File: src/rtl/sockit_cdc_src_if.sv
// Write-port bundle between the traffic source and the sockit_cdc input side.
// The master drives data and request; the slave answers with grant.
interface sockit_cdc_src_if #(
  parameter int unsigned DW = 8
);
  logic [DW-1:0] bus;
  logic          req;
  logic          grt;

  modport master (output bus, output req, input grt);
  modport slave  (input bus, input req, output grt);
endinterface

File: src/rtl/sockit_cdc_src.sv
// Programmable traffic source for the sockit_cdc write port: sends a wrapping
// sequence count, with request insertion throttled by a Galois LFSR.
module sockit_cdc_src #(
  parameter int unsigned DW   = 8,
  parameter int unsigned CW   = 16,
  parameter logic [31:0] SEED = 32'h00000001
) (
  input  logic                    ffi_clk,
  input  logic                    ffi_rst,
  input  logic                    cfg_start,
  input  logic                    cfg_stop,
  input  logic [CW-1:0]           cfg_len,
  input  logic [31:0]             cfg_prb,
  sockit_cdc_src_if.master        ffi,
  output logic                    sts_busy,
  output logic                    sts_done,
  output logic [CW-1:0]           sts_cnt
);

  typedef enum logic [1:0] {IDLE, RUN, DRAIN, DONE} state_t;

  localparam logic [31:0] TAPS = 32'h80200003;

  state_t        state_q, state_d;
  logic          req_q, req_d;
  logic [DW-1:0] bus_q;
  logic [CW-1:0] cnt_q, cnt_d;
  logic [CW-1:0] len_q, len_d;
  logic [31:0]   prb_q, prb_d;
  logic [31:0]   lfsr_q, lfsr_d;
  logic [31:0]   lfsr_nxt;
  logic          xfer;
  logic          last;

  assign xfer     = req_q & ffi.grt;
  assign last     = (cnt_q + CW'(1)) == len_q;
  assign lfsr_nxt = {1'b0, lfsr_q[31:1]} ^ (lfsr_q[0] ? TAPS : 32'h0);

  // State register
  // NOTE: clocked state uses non-blocking assignments so every flop samples
  // pre-edge values regardless of process ordering.
  always_ff @(posedge ffi_clk or posedge ffi_rst) begin
    if (ffi_rst) state_q <= IDLE;
    else         state_q <= state_d;
  end

  // Next-state logic
  // NOTE: every combinational output is defaulted first so no path leaves it
  // unassigned, which would otherwise infer a latch.
  always_comb begin
    state_d = state_q;
    case (state_q)
      IDLE, DONE: if (cfg_start) state_d = (cfg_len == '0) ? DONE : RUN;
      RUN: begin
        if (xfer && last)  state_d = DONE;
        else if (cfg_stop) state_d = (!req_q || xfer) ? DONE : DRAIN;
      end
      DRAIN:   if (xfer) state_d = DONE;
      default: state_d = IDLE;
    endcase
  end

  // Datapath next values: a pending request is held until granted, and the
  // LFSR advances only on cycles that make a fresh request decision.
  always_comb begin
    req_d  = req_q;
    cnt_d  = cnt_q;
    len_d  = len_q;
    prb_d  = prb_q;
    lfsr_d = lfsr_q;
    case (state_q)
      IDLE, DONE: begin
        if (cfg_start) begin
          len_d  = cfg_len;
          prb_d  = cfg_prb;
          cnt_d  = '0;
          lfsr_d = SEED;
        end
      end
      RUN: begin
        if (xfer) cnt_d = cnt_q + CW'(1);
        if (state_d == DONE) begin
          req_d = 1'b0;
        end else if (state_d == RUN && (!req_q || xfer)) begin
          req_d  = (lfsr_q <= prb_q);
          lfsr_d = lfsr_nxt;
        end
      end
      DRAIN: begin
        if (xfer) begin
          cnt_d = cnt_q + CW'(1);
          req_d = 1'b0;
        end
      end
      default: req_d = 1'b0;
    endcase
  end

  always_ff @(posedge ffi_clk or posedge ffi_rst) begin
    if (ffi_rst) begin
      req_q    <= 1'b0;
      bus_q    <= '0;
      cnt_q    <= '0;
      len_q    <= '0;
      prb_q    <= '0;
      lfsr_q   <= SEED;
      sts_busy <= 1'b0;
      sts_done <= 1'b0;
    end else begin
      req_q    <= req_d;
      bus_q    <= cnt_d[DW-1:0];
      cnt_q    <= cnt_d;
      len_q    <= len_d;
      prb_q    <= prb_d;
      lfsr_q   <= lfsr_d;
      sts_busy <= (state_d == RUN) || (state_d == DRAIN);
      sts_done <= (state_d == DONE);
    end
  end

  assign ffi.req = req_q;
  assign ffi.bus = bus_q;
  assign sts_cnt = cnt_q;

endmodule

File: src/flat_wrapper.sv
// flat-port wrapper written by rule: the top's interface ports become plain ports
module sockit_cdc_src_flat 
#(
  parameter int unsigned DW   = 8,
  parameter int unsigned CW   = 16,
  parameter logic [31:0] SEED = 32'h00000001
)
  (ffi_clk, ffi_rst, cfg_start, cfg_stop, cfg_len, cfg_prb, sts_busy, sts_done, sts_cnt, ffi_bus, ffi_req, ffi_grt);
  sockit_cdc_src_if #(.DW(DW)) ffi_i ();
  input  logic ffi_clk;
  input  logic ffi_rst;
  input  logic cfg_start;
  input  logic cfg_stop;
  input  logic [CW-1:0] cfg_len;
  input  logic [31:0] cfg_prb;
  output logic sts_busy;
  output logic sts_done;
  output logic [CW-1:0] sts_cnt;
  output wire logic [$bits(ffi_i.bus)-1:0] ffi_bus;
  output wire logic [$bits(ffi_i.req)-1:0] ffi_req;
  input wire logic [$bits(ffi_i.grt)-1:0] ffi_grt;
  assign ffi_bus = ffi_i.bus;
  assign ffi_req = ffi_i.req;
  assign ffi_i.grt = ffi_grt;
  sockit_cdc_src #(.DW(DW), .CW(CW), .SEED(SEED)) u_core (.ffi_clk(ffi_clk), .ffi_rst(ffi_rst), .cfg_start(cfg_start), .cfg_stop(cfg_stop), .cfg_len(cfg_len), .cfg_prb(cfg_prb), .ffi(ffi_i), .sts_busy(sts_busy), .sts_done(sts_done), .sts_cnt(sts_cnt));
endmodule
File: config.mk
export PLATFORM = sky130hd
export DESIGN_NAME = sockit_cdc_src_flat
export DESIGN_NICKNAME = d
export VERILOG_FILES = /design/src/rtl/sockit_cdc_src_if.sv /design/src/rtl/sockit_cdc_src.sv /design/src/flat_wrapper.sv
export SDC_FILE = /design/constraint.sdc
export NUM_CORES = 1
export LEC_CHECK = 0
export CORE_UTILIZATION = 55
export CTS_BUF_LIST = sky130_fd_sc_hd__clkbuf_4 sky130_fd_sc_hd__clkbuf_8 sky130_fd_sc_hd__clkbuf_16
export CTS_CLUSTER_DIAMETER = 80
export CTS_CLUSTER_SIZE = 40
export DETAILED_ROUTE_END_ITERATION = 10
export PLACE_DENSITY = 0.78
export RECOVER_POWER = 25
export SYNTH_ARGS = -nofsm -noshare
export SYNTH_HDL_FRONTEND = slang
export SYNTH_SLANG_ARGS = --single-unit
File: constraint.sdc
create_clock -name ffi_clk -period 4 [get_ports ffi_clk]
set_clock_uncertainty 0.1 [all_clocks]
set_input_delay 0.4 -clock ffi_clk [delete_from_list [all_inputs] [get_ports ffi_clk]]
set_output_delay 0.4 -clock ffi_clk [all_outputs]
set_load 0.005 [all_outputs]
==> results of run 1 <==
power groups by stage:
stage / Clock (mW) / Sequential (mW) / Combinational [mW]
finish: 0.750 / 1.55 / 1.84
global placement: 0 / 1.56 / 1.76
global route: 0.810 / 1.59 / 2.03
detailed placement: 0 / 1.57 / 1.83
floorplan: 0 / 1.50 / 1.38
CTS: 0.770 / 1.55 / 1.84
what timing repair did:
action / CTS / global route
hold buffers: 0 / 0
setup endpoints to repair: 0 / 1
resized for setup: 0 / 1
hold endpoints to repair: 0 / 0
Yosys cell counts, drive strengths merged, types with 3 or more instances:
cell    instances
a21o            9
a21oi          12
and3            3
buf            12
clkbuf         25
dfrtp         100
ha             37
inv            40
mux2           48
nand2          90
nand2b          3
nand3          52
nand4          11
nor2           16
nor3           10
nor4            7
o21a            4
o21ai          34
o22ai           3
o31ai           3
or3             3
xnor2          19
xor2           10
cell families (layout without fill, tap and decap cells):
| logic type | count (synthesis) | in the layout | share of synthesized area |
|---|---|---|---|
| adders and majority gates | 37 | 37 | 0.08233 |
| xor gates and xnor gates | 29 | 29 | 0.04517 |
| muxes | 50 | 50 | 0.09969 |
| and+or+nand+nor | 203 | 203 | 0.1689 |
| buffers and inverters | 77 | 143 | 0.05830 |
| AOI/OAI and AO/OA | 82 | 82 | 0.09591 |
| DFF | 101 | 101 | 0.4497 |
final timing paths:
kind	end	from	depth (start not counted)
setup / recovery	u_core.lfsr_q[0]	u_core.sts_cnt[2]	14
hold / removal	u_core.prb_q[26]	u_core.prb_q[26]	1
setup reg to reg	u_core.lfsr_q[0]	u_core.sts_cnt[2]	14
hold reg to reg	u_core.prb_q[26]	u_core.prb_q[26]	1
max in group asynchronous	u_core.lfsr_q[30]	ffi_rst	3
min in group asynchronous	u_core.len_q[14]	ffi_rst	2
flip-flops by register name (all words and copies together) (netlist names):
name and flops:
u_core.ffi.req 1, u_core.len_q 16, u_core.lfsr_q 32, u_core.prb_q 32
u_core.state_q 2, u_core.sts_busy 1, u_core.sts_cnt 16, u_core.sts_done 1
metrics by stage:
step / utilization / total power, mW / cells / worst slack [ns]
after global placement: 0.6606 / 3.320 / 762 / 0.4661
final: 0.6854 / 4.141 / 778 / 0.2991
after floorplan: - / 2.883 / 579 / 0.5394
after global routing: 0.6854 / 4.439 / 778 / 0.02421
after detailed placement: 0.6606 / 3.402 / 762 / 0.2275
after CTS: 0.6846 / 4.161 / 778 / 0.2327
final cells by class:
type | count | share of cell area
repair buffers | 87 | 0.1277
multi-input cells | 401 | 0.4142
well taps | 133 | 0.02473
flip-flops and latches | 101 | 0.3757
inverters | 40 | 0.02249
clock inverters | 4 | 0.01153
clock buffers | 12 | 0.02361
per-layer routing:
metal / track usage / share of wire
met1: 0.3048 / 0.41
met2: 0.4159 / 0.52
met3: 0.05220 / 0.046
met4: 0.08667 / 0.017
met5: 0 / 0
==> results summary, run 1 <==
Counting the fill cells in the layout gives ~800. CTS saw between 100 and 150 sinks. The maximum buffer depth of the clock tree is 2. The signal on the critical path passes through nand3_4 > or3_4 > a2111oi_4 > nand4_1 > a2111oi_4 > o21a_1 > ha_1 > inv_1 > o21a_1 > a221oi_2 > buf_12 > nand2_1 > xnor2_1 > o21ai_0. The worst hold slack is 0.4101 ns.

The fmax is approximately 0.27 GHz. For this configuration, the core starts out at a cell density of 0.5726. The area used by multi-input combinational logic came out at roughly 2800 um2. The count of pins over their slew limit is between 40 and 50. The setup TNS came out at 0 ns. The number of optimization iterations in the first detailed-route pass came out at 5. The total global-route track usage came out at 0.2431.

The data required time of the worst path came out at 4.20 ns. The cell row count is 36. The number of top-level design ports came out at 80. The type of element launching the critical path is a register. The checks that failed: max-capacitance violations, max-slew violations.

The synthesized area divided by synthesized cell count came out at between 9 and 10 um2. The fraction of final layout cells with drive strength greater than 1 came out at 0.1287. The number of port buffers came out at 79.

The internal portion of the total power is 2.574 mW. The routed via count divided by cell count came out at around 5.7. The clock latency on the worst-skew pair came out at roughly 0.38 ns. The reported leakage power came out at slightly above 3 nW. The type of element capturing the critical path is a register. The cell area after layout came out at between 6000 and 7000 um2.

The final wirelength came out at roughly 12 mm. The proportion of power drawn by the clock network is 0.181. Counting every net in the synthesized netlist gives about 670. Among cell families on the critical path, the largest total delay comes from compound AO/OA/AOI/OAI gates. The count of cell types in the netlist came out at 48. The number of maximum-capacitance violations is 1.

The worst stage delay on the critical path is a little under 0.6 ns. Setup slack on the worst reg-to-reg path comes out at ~0.30 ns. The via total after detailed routing is between 4000 and 5000. The kind of path behind the tightest hold check is reg2reg. The flow ran to the end, but the final reports show violations. For this run the aggregate overflow at the end of global routing stands at 0. The routed wire length per instance came out at around 15 um. The number of antenna violations at the first check in global routing is 0. The smallest clock period supported by the final layout is computed as ~3.7 ns. Counting flops and latches in the post-synthesis netlist gives between 100 and 150. The number of antenna diodes is 0. The area growth from synthesis to layout is 19.69%. The slew at the pin closest to its max-slew limit is around 2.1 ns. The iteration-0 DRC count of the detailed router is 208.

Ranked by total cell area, the synthesized netlist is headed by dfrtp_1 45%, mux2_2 9.6%, ha_1 8.2%. Setup violations remaining at the end of the flow were counted as 0. For this run, the register share of the synthesized area comes to 0.4497.

The layout net count is 730. The depth of the CTS H-tree came out at 3. The combinational cell fraction of total power came out at 0.444. Leaving out fill and tap cells, the most frequent cell in the layout is dfrtp_1.

The maximum fanout along the worst path came out at 32. The peak supply drop is approximately 520 uV. The die is ~100 um wide. The endpoint arrival time on the critical path is about 3.9 ns. The part of the total power dissipated in sequential elements came out at 0.375.

The area share of the leading cell type in the synthesized netlist came out at 0.4450. The total half-perimeter wirelength after legalization and detailed placement is a little under 9 mm. The number of buffers and inverters on the critical path is 2. The floorplan step defined a core boundary enclosing 9819 um2. The via count of the first global-routing pass came to ~4300.

The area of the mapped netlist came out at 5623 um2. During synthesis, Yosys emitted a total of 0 warnings. In this run the remaining antenna-violating nets after routing total 0. The pin count of the biggest net entering global routing came out at 46.

The number of hold violations in the final report is 0. Once placement finished, the instance area stood at around 6500 um2. In this run the vertical extent of the chip is about 100 um. The clock tree from TritonCTS is done. The area of the die came out at roughly 11000 um2. Setup repair after global routing left no endpoint under its margin. For this design the ratio of total power to cell area is 615.3 nW/um2.

The master of the slowest instance on the critical path is dfrtp_1. The final RePlAce weighted congestion is 0.8990. The area taken by flip-flops and latches is 2529 um2. The clock tree root driver cell is clkbuf_8. Headroom to the max-slew limit came out at -0.4111. The number of clock buffers inserted by TritonCTS came out at 9.

The switching share of power came out at 0.3784. The post-CTS setup buffer count came out at 0. For this run, design rule violations remaining after detail routing come to 0. In the layout the commonest cells are 100 x dfrtp_1, 89 x nand2_1, 78 x clkdlybuf4s50_1.

In the finished design, the share of the clock period the worst path needs comes to 0.9252. The async set-reset flop share out of synthesis is 1.000. In this run, synthesis inferred 0 flip-flops with an integrated enable. The critical path class is reg2reg.

Summed over all instances, the cell type with the most area after synthesis is dfrtp_1. After clock tree synthesis, the clock-pin slew on the worst setup and hold paths is about 0.090 ns. The cell count after synthesis came out at 579.

For this design the total switching power over the nets is between 1.5 and 2 mW. For this run, the leading register cell type out of synthesis is dfrtp_1. The first-pass GRT wire length is between 15 and 20 mm.
Note: power is estimated with default switching activity, not from simulation.
==> inputs of run 2 (changes only) <==
- CTS_CLUSTER_SIZE: 40 -> unset
- SLEW_MARGIN: unset -> 20
==> results of run 2 <==
Final layout, timing and power as in run 1 (identical DEF).
